--- src/rtl/hht_arb_pkg.sv ---
// Package: hht_arb_pkg
// Shared types and constants for the HHT read arbiter.
//   req_id_t    - identifies which requester issued a read
//   REQ_COL     - requester 0, column-data fetch (wdata_col_base stream)
//   REQ_VEC     - requester 1, vector-value fetch (v_values_base stream)
//   MAX_RD_LAT  - deepest memory read latency the arbiter supports
//   lat_ent_t   - one slot of the read-latency pipeline {valid, id}
//   sat_inc()   - 32-bit saturating increment used by the optional statistics
//                 counters (HHT_ARB_STATS_EN)
package hht_arb_pkg;

    typedef logic [0:0] req_id_t;

    localparam req_id_t REQ_COL    = 1'b0;
    localparam req_id_t REQ_VEC    = 1'b1;
    localparam int      MAX_RD_LAT = 4;

    localparam logic [31:0] CNT_MAX = 32'hFFFF_FFFF;

    typedef struct packed {
        logic    valid;
        req_id_t id;
    } lat_ent_t;

    function automatic logic [31:0] sat_inc(input logic [31:0] value, input logic inc);
        return (inc && (value != CNT_MAX)) ? value + 32'd1 : value;
    endfunction

endpackage

--- src/rtl/hht_rd_lat_pipe.sv ---
// Module: hht_rd_lat_pipe
// Shift register of {valid, req_id} that tracks reads in flight through the
// memory so each returning mem_rdata word can be tagged with its requester.
// Depth equals the memory read latency (1..MAX_RD_LAT); a zero-latency memory
// needs no tracking and is bypassed by the parent.
// Ports:
//   Clk        in   clock, rising edge
//   Rst        in   asynchronous reset, active-low; flushes all slots
//   in_valid   in   a read was issued to memory this cycle
//   in_id      in   requester that issued it
//   out_valid  out  mem_rdata this cycle belongs to a tracked read
//   out_id     out  requester that read belongs to
module hht_rd_lat_pipe
    import hht_arb_pkg::*;
#(
    parameter int RD_LAT = 1
) (
    input  logic    Clk,
    input  logic    Rst,
    input  logic    in_valid,
    input  req_id_t in_id,
    output logic    out_valid,
    output req_id_t out_id
);

    lat_ent_t stage_q [RD_LAT];
    lat_ent_t stage_d [RD_LAT];

    always_comb begin
        stage_d[0] = '{valid: in_valid, id: in_id};
        for (int i = 1; i < RD_LAT; i++) begin
            stage_d[i] = stage_q[i-1];
        end
    end

    // NOTE: this array is control state, not data storage: every slot is reset
    // so that reads in flight when Rst asserts can never produce a response.
    always_ff @(posedge Clk or negedge Rst) begin
        if (!Rst) begin
            for (int i = 0; i < RD_LAT; i++) begin
                stage_q[i] <= '0;
            end
        end else begin
            stage_q <= stage_d;
        end
    end

    assign out_valid = stage_q[RD_LAT-1].valid;
    assign out_id    = stage_q[RD_LAT-1].id;

endmodule

--- src/rtl/hht_rd_arbiter.sv ---
// Module: hht_rd_arbiter
// Round-robin arbiter sharing one HHT read memory port between the column-data
// fetch (requester 0) and the vector-value fetch (requester 1). Grants are
// combinational, at most one per cycle; each memory response is routed back to
// the requester that issued the read, in issue order, one cycle after the
// memory data arrives.
// Ports:
//   Clk, Rst            clock (rising edge), asynchronous active-low reset
//   arb_en              1 = new grants allowed; 0 = in-flight reads still return
//   reqN, addrN         read request/address, held until gntN
//   gntN                request accepted this cycle (combinational)
//   rvalidN, rdataN     registered response pulse/data; rdataN holds otherwise
//   mem_rd, mem_addr    memory read strobe and address (0 when idle)
//   mem_rdata           memory data, valid RD_LAT cycles after mem_rd
// Optional build macro HHT_ARB_STATS_EN adds saturating 32-bit counters:
//   gnt_cnt0, gnt_cnt1  grants issued to requester 0 / 1
//   conflict_cnt        cycles with req0 & req1 & arb_en
// RD_LAT values above MAX_RD_LAT are clamped to MAX_RD_LAT.
module hht_rd_arbiter
    import hht_arb_pkg::*;
#(
    parameter int ADDR_W = 32,
    parameter int DATA_W = 32,
    parameter int RD_LAT = 0
) (
    input  logic              Clk,
    input  logic              Rst,
    input  logic              arb_en,
    input  logic              req0,
    input  logic [ADDR_W-1:0] addr0,
    output logic              gnt0,
    output logic              rvalid0,
    output logic [DATA_W-1:0] rdata0,
    input  logic              req1,
    input  logic [ADDR_W-1:0] addr1,
    output logic              gnt1,
    output logic              rvalid1,
    output logic [DATA_W-1:0] rdata1,
    output logic              mem_rd,
    output logic [ADDR_W-1:0] mem_addr,
`ifdef HHT_ARB_STATS_EN
    output logic [31:0]       gnt_cnt0,
    output logic [31:0]       gnt_cnt1,
    output logic [31:0]       conflict_cnt,
`endif
    input  logic [DATA_W-1:0] mem_rdata
);

    localparam int PIPE_DEPTH = (RD_LAT > MAX_RD_LAT) ? MAX_RD_LAT : RD_LAT;

    // Last granted requester; reset to REQ_VEC so requester 0 wins first.
    req_id_t last_q, last_d;

    logic              rvalid0_q, rvalid0_d;
    logic              rvalid1_q, rvalid1_d;
    logic [DATA_W-1:0] rdata0_q,  rdata0_d;
    logic [DATA_W-1:0] rdata1_q,  rdata1_d;

    req_id_t iss_id;
    logic    ret_valid;
    req_id_t ret_id;

    // ------------------------------------------------------------------
    // Arbitration and memory request
    // ------------------------------------------------------------------
    // NOTE: every output of this block gets a default first, so no path can
    // leave one unassigned and infer a latch.
    always_comb begin
        gnt0     = 1'b0;
        gnt1     = 1'b0;
        last_d   = last_q;
        mem_addr = '0;

        // Rst gates the grants so nothing is issued while reset is held.
        if (Rst && arb_en) begin
            if (req0 && (!req1 || (last_q == REQ_VEC))) begin
                gnt0 = 1'b1;
            end else if (req1) begin
                gnt1 = 1'b1;
            end
        end

        if (gnt0) begin
            last_d   = REQ_COL;
            mem_addr = addr0;
        end else if (gnt1) begin
            last_d   = REQ_VEC;
            mem_addr = addr1;
        end

        mem_rd = gnt0 | gnt1;
        iss_id = gnt1 ? REQ_VEC : REQ_COL;
    end

    // ------------------------------------------------------------------
    // In-flight tracking: tag aligned with mem_rdata arrival
    // ------------------------------------------------------------------
    generate
        if (PIPE_DEPTH == 0) begin : g_no_pipe
            assign ret_valid = mem_rd;
            assign ret_id    = iss_id;
        end else begin : g_pipe
            hht_rd_lat_pipe #(
                .RD_LAT (PIPE_DEPTH)
            ) u_lat_pipe (
                .Clk       (Clk),
                .Rst       (Rst),
                .in_valid  (mem_rd),
                .in_id     (iss_id),
                .out_valid (ret_valid),
                .out_id    (ret_id)
            );
        end
    endgenerate

    // ------------------------------------------------------------------
    // Response registers
    // ------------------------------------------------------------------
    always_comb begin
        rvalid0_d = ret_valid && (ret_id == REQ_COL);
        rvalid1_d = ret_valid && (ret_id == REQ_VEC);
        rdata0_d  = rvalid0_d ? mem_rdata : rdata0_q;
        rdata1_d  = rvalid1_d ? mem_rdata : rdata1_q;
    end

    // NOTE: sequential state uses non-blocking assignments so every flop
    // samples pre-edge values regardless of statement order.
    always_ff @(posedge Clk or negedge Rst) begin
        if (!Rst) begin
            last_q    <= REQ_VEC;
            rvalid0_q <= 1'b0;
            rvalid1_q <= 1'b0;
            rdata0_q  <= '0;
            rdata1_q  <= '0;
        end else begin
            last_q    <= last_d;
            rvalid0_q <= rvalid0_d;
            rvalid1_q <= rvalid1_d;
            rdata0_q  <= rdata0_d;
            rdata1_q  <= rdata1_d;
        end
    end

    assign rvalid0 = rvalid0_q;
    assign rvalid1 = rvalid1_q;
    assign rdata0  = rdata0_q;
    assign rdata1  = rdata1_q;

`ifdef HHT_ARB_STATS_EN
    // ------------------------------------------------------------------
    // Optional saturating statistics counters
    // ------------------------------------------------------------------
    logic [31:0] gnt_cnt0_q, gnt_cnt0_d;
    logic [31:0] gnt_cnt1_q, gnt_cnt1_d;
    logic [31:0] conflict_cnt_q, conflict_cnt_d;

    always_comb begin
        gnt_cnt0_d     = sat_inc(gnt_cnt0_q, gnt0);
        gnt_cnt1_d     = sat_inc(gnt_cnt1_q, gnt1);
        conflict_cnt_d = sat_inc(conflict_cnt_q, req0 & req1 & arb_en);
    end

    always_ff @(posedge Clk or negedge Rst) begin
        if (!Rst) begin
            gnt_cnt0_q     <= '0;
            gnt_cnt1_q     <= '0;
            conflict_cnt_q <= '0;
        end else begin
            gnt_cnt0_q     <= gnt_cnt0_d;
            gnt_cnt1_q     <= gnt_cnt1_d;
            conflict_cnt_q <= conflict_cnt_d;
        end
    end

    assign gnt_cnt0     = gnt_cnt0_q;
    assign gnt_cnt1     = gnt_cnt1_q;
    assign conflict_cnt = conflict_cnt_q;
`endif

endmodule

--- config.mk ---
export PLATFORM = sky130hd
export DESIGN_NAME = hht_rd_arbiter
export DESIGN_NICKNAME = d
export VERILOG_FILES = /design/src/rtl/hht_arb_pkg.sv /design/src/rtl/hht_rd_lat_pipe.sv /design/src/rtl/hht_rd_arbiter.sv
export SDC_FILE = /design/constraint.sdc
export NUM_CORES = 1
export LEC_CHECK = 0
export CAP_MARGIN = 30
export CORE_ASPECT_RATIO = 1.75
export CORE_MARGIN = 2
export CORE_UTILIZATION = 30
export DETAILED_ROUTE_END_ITERATION = 8
export HOLD_SLACK_MARGIN = 0.05
export PLACE_DENSITY = 0.7
export SYNTH_ARGS = -nofsm -noshare
export SYNTH_HDL_FRONTEND = slang
export SYNTH_SLANG_ARGS = --single-unit
--- constraint.sdc ---
create_clock -name Clk -period 1.85 [get_ports Clk]
set_input_delay 0.2775 -clock Clk [delete_from_list [all_inputs] [get_ports Clk]]
set_output_delay 0.2775 -clock Clk [all_outputs]
set_load 0.05 [all_outputs]
==> results of run 1 <==
==> logic make-up after synthesis <==
| kind of cell | count (synthesis) |
|---|---|
| AO/OA/AOI/OAI | 38 |
| buffers and inverters | 15 |
| flip-flops | 67 |
| multiplexers | 64 |
| AND/OR/NAND/NOR | 3 |
==> worst paths after layout <==
| kind | from | end | slack (ns) |
|---|---|---|---|
| setup / recovery | req0 | mem_addr[20] | -0.18 |
| max in group asynchronous | Rst | rdata0[3] | 0.82 |
| setup reg to reg | last_q | rvalid0 | -0.08 |
| hold / removal | Rst | rdata0[23] | 0.19 |
| hold reg to reg | rdata0[4] | rdata0[4] | 0.48 |
| min in group Clk | Rst | rvalid0 | 0.39 |
==> cells in the mapped netlist <==
| library cell | count | area [um2] |
|---|---|---|
| sky130_fd_sc_hd__dfrtp_1 | 66 | 1652 |
| sky130_fd_sc_hd__mux2_1 | 34 | 382.9 |
| sky130_fd_sc_hd__a22o_1 | 32 | 280.3 |
| sky130_fd_sc_hd__mux2_2 | 30 | 337.8 |
| sky130_fd_sc_hd__buf_6 | 6 | 67.56 |
| sky130_fd_sc_hd__buf_2 | 4 | 20.02 |
| sky130_fd_sc_hd__buf_4 | 4 | 30.03 |
| sky130_fd_sc_hd__a21oi_1 | 2 | 10.01 |
| sky130_fd_sc_hd__a21oi_2 | 2 | 17.52 |
| sky130_fd_sc_hd__dfstp_2 | 1 | 26.28 |
| sky130_fd_sc_hd__inv_1 | 1 | 3.750 |
| sky130_fd_sc_hd__nand2_1 | 1 | 3.750 |
| sky130_fd_sc_hd__nand3_1 | 1 | 5.000 |
| sky130_fd_sc_hd__nand3_2 | 1 | 10.01 |
| sky130_fd_sc_hd__o211a_1 | 1 | 10.01 |
| sky130_fd_sc_hd__o21ai_0 | 1 | 5.000 |
==> sequential cells by signal, summed over array words and instances, names as in the netlist <==
name	count
last_q	1
rdata1	32
rvalid0	1
rdata0	32
rvalid1	1
==> cells in the final DEF, fill, tap and decap left out <==
cell type,instances
sky130_fd_sc_hd__a21oi_1,1
sky130_fd_sc_hd__a21oi_2,1
sky130_fd_sc_hd__a21oi_4,2
sky130_fd_sc_hd__a22o_1,12
sky130_fd_sc_hd__a22o_4,20
sky130_fd_sc_hd__buf_12,40
sky130_fd_sc_hd__buf_16,1
sky130_fd_sc_hd__buf_2,1
sky130_fd_sc_hd__buf_4,34
sky130_fd_sc_hd__buf_6,11
sky130_fd_sc_hd__buf_8,1
sky130_fd_sc_hd__bufinv_16,3
sky130_fd_sc_hd__clkbuf_16,11
sky130_fd_sc_hd__clkdlybuf4s50_1,155
sky130_fd_sc_hd__clkinv_4,1
sky130_fd_sc_hd__clkinvlp_4,1
sky130_fd_sc_hd__dfrtp_1,66
sky130_fd_sc_hd__dfstp_2,1
sky130_fd_sc_hd__dlygate4sd2_1,2
sky130_fd_sc_hd__dlygate4sd3_1,1
sky130_fd_sc_hd__inv_2,1
sky130_fd_sc_hd__inv_6,2
sky130_fd_sc_hd__mux2_1,34
sky130_fd_sc_hd__mux2_2,30
sky130_fd_sc_hd__nand2_1,1
sky130_fd_sc_hd__nand3_2,2
sky130_fd_sc_hd__o211a_1,1
sky130_fd_sc_hd__o21ai_0,1
==> worst max-delay path, cell delays in order <==
cell and delay (ns):
sky130_fd_sc_hd__clkdlybuf4s50_1 0.52, sky130_fd_sc_hd__nand3_2 0.12, sky130_fd_sc_hd__a21oi_4 0.18, sky130_fd_sc_hd__buf_6 0.16
sky130_fd_sc_hd__buf_8 0.13, sky130_fd_sc_hd__a22o_1 0.20, sky130_fd_sc_hd__buf_12 0.15
==> final cells by class <==
class / instances / area [um2] / area share [%]
inverter: 1 / 3.754 / 0.05957
tap: 122 / 152.6 / 2.423
clock buffer: 9 / 225.2 / 3.574
timing repair buffer: 248 / 2856 / 45.33
clock inverter: 7 / 123.9 / 1.966
sequential: 67 / 1678 / 26.63
multi-input combinational: 105 / 1261 / 20.02
==> metal layers <==
metal | GRT usage, % | share of wire (%)
met5 | 0 | 0
met4 | 9.127 | 2.9
met3 | 6.233 | 7.2
met2 | 37.36 | 58
met1 | 18.53 | 32
==> power by group <==
group | total (mW) | internal (mW) | switching [mW] | leakage (nW)
Clock | 1.96 | 1.33 | 0.635 | 0.167
Sequential | 2.03 | 1.85 | 0.185 | 0.797
Combinational | 3.39 | 1.37 | 2.02 | 1.75
==> per-stage QoR <==
step / setup slack [ns] / hold WS [ns]
6_report: -0.1810 / 0.1929
5_1_grt: -0.2201 / 0.2608
4_1_cts: -0.1729 / 0.2204
3_5_place_dp: -0.1535 / 0.3073
3_3_place_gp: -0.1385 / 0.3095
2_1_floorplan: 0.02729 / -0.01809
==> repair_timing <==
item | CTS | global route
gates resized for setup | 24 | 20
setup endpoints to repair | 34 | 45
pin swaps | 15 | 5
setup buffers | 21 | 6
endpoints found under the hold margin | 12 | 0
hold buffers | 1 | 0
gates cloned | 2 | 2
==> results.md, run 1 <==
- Die width: 77.83 um
- Least-Margin Pin Slew: 0.6936 ns
- Die outline area: 10370 um2
- Post-route insts no fill: 559
- Mux contribution to synthesized area: 25.19%
- Power consumption: 7.379 mW
- Number of antenna violations at the first check in global routing: 0
- Total routed wirelength: 10520 um
- Data required time of the worst path: 1.57 ns
- Synthesized area divided by synthesized cell count: 15.30 um2
- Ant. Diodes: 0
- Routability cong.: 0.7651
- Cell at the root of the clock tree: sky130_fd_sc_hd__clkbuf_16
- Synthesized cell area: 2861 um2
- First-pass GRT wire length: 15320 um
- Max-slew violation count: 0
- Avg Vias per Cell: 4.730
- Via count of the first global-routing pass: 2807
- Fin util: 67.39%
- Leftover overflow at the end of global routing: 0
- Hold Path Class: input pin to async pin
- Worst Skew: 0.004765 ns
- Final setup vio count: 34
- Syn Nets: 288
- Design Area, Final: 6301 um2
- Clock tree from TritonCTS: built
- RSZ-0062 raised after global routing: true
- Data arrival at the endpoint of the critical path: 1.75 ns
- Status: finished with violations
- Final-stage net count: 533
- Largest family of logic cells by synthesized area: multiplexers
- Pin count of the biggest net entering global routing: 56
- #FFs+latches synth: 67
- Headroom to the max-slew limit: 53.76%
- Detailed Route Iter0 Violations: 82
- Drt pass-1 iters: 4
- DIE HEIGHT: 133.2 um
- Count of pins on the block boundary: 202
- Largest fanout on the critical path: 10
- Clk_lat worst skew: 0.33 ns
- Synthesized instance count: 187
- Number of placed cells counting well taps: 517
- Share of final-layout standard cells stronger than drive strength 1: 37.30%
- Cell depth of the worst flop-to-flop path: 12
- Count of warnings emitted by yosys: 0
- Core Box Area: 9350 um2
- Startpoint kind of the worst setup timing path: input pin
- Site row count: 47
- Number of maximum-capacitance constraint violations: 0
- Violated checks: negative setup slack
- Final critical-path share of the clock period: 109.8%
- Global router's overall resource usage: 19.66%
- Accumulated negative setup slack: -4.064 ns
- Worst VDD drop: 0.9409 mV
- Xor/xnor share of the synthesized area: 0%
- Number of levels the H-tree was split into: 3
- Number of sinks driven by the clock tree: 67
- Count of cell types in the netlist: 16
- Detailed placer's ending HPWL: 7579 um
- Port-buffer cells: 201
- PD cells: 1171 nW/um2
- Detail Route Antenna Nets: 0
- Number of vias in the routed layout: 2644
- Area fraction in and, or, nand and nor cells after synthesis: 0.6559%
- Fill cells: 645
- Cell area after placement: 5468 um2
- Layout overhead on the synthesized area: 120.2%
- CTS max path bufs: 2
- Seq/Total Area, Yosys: 58.64%
- Clk slew on worst S/H paths: 0.06 ns
- Highest Clock Rate: 492.4 MHz
- Worst setup path class: input pin to primary output
- Post-detailed-route DRC marker count: 0
- Adder-Cell Fraction of Synth Area: 0%
- Initial core utilization: 30.60%
- TritonCTS buffer count: 9
- CP endpoint kind: primary output
- LEAKAGE: 2.710 nW
- Setup slack of the critical path after layout: -0.1810 ns
- Average wire length per cell after detail routing: 18.82 um
- Shortest period the worst path allows: 2.031 ns
- Final Hold Violating Endpoints: 0
- Compound-gate portion of the synthesized area: 11.28%
Note: power is estimated with default switching activity, not from simulation.
==> run 2, diff against run 1 <==
--- a/config.mk
+++ b/config.mk
@@ -12,6 +12,7 @@
 export DETAILED_ROUTE_END_ITERATION = 8
 export HOLD_SLACK_MARGIN = 0.05
 export PLACE_DENSITY = 0.7
+export SLEW_MARGIN = 15
 export SYNTH_ARGS = -nofsm -noshare
 export SYNTH_HDL_FRONTEND = slang
 export SYNTH_SLANG_ARGS = --single-unit
==> results of run 2 <==
Same layout as run 1: the final DEF is identical, and so are final timing and power.
==> run 3, diff against run 2 <==
--- a/config.mk
+++ b/config.mk
@@ -9,6 +9,7 @@
 export CORE_ASPECT_RATIO = 1.75
 export CORE_MARGIN = 2
 export CORE_UTILIZATION = 30
+export CTS_CLUSTER_SIZE = 28
 export DETAILED_ROUTE_END_ITERATION = 8
 export HOLD_SLACK_MARGIN = 0.05
 export PLACE_DENSITY = 0.7
==> results of run 3 <==
Same layout as run 1: the final DEF is identical, and so are final timing and power.
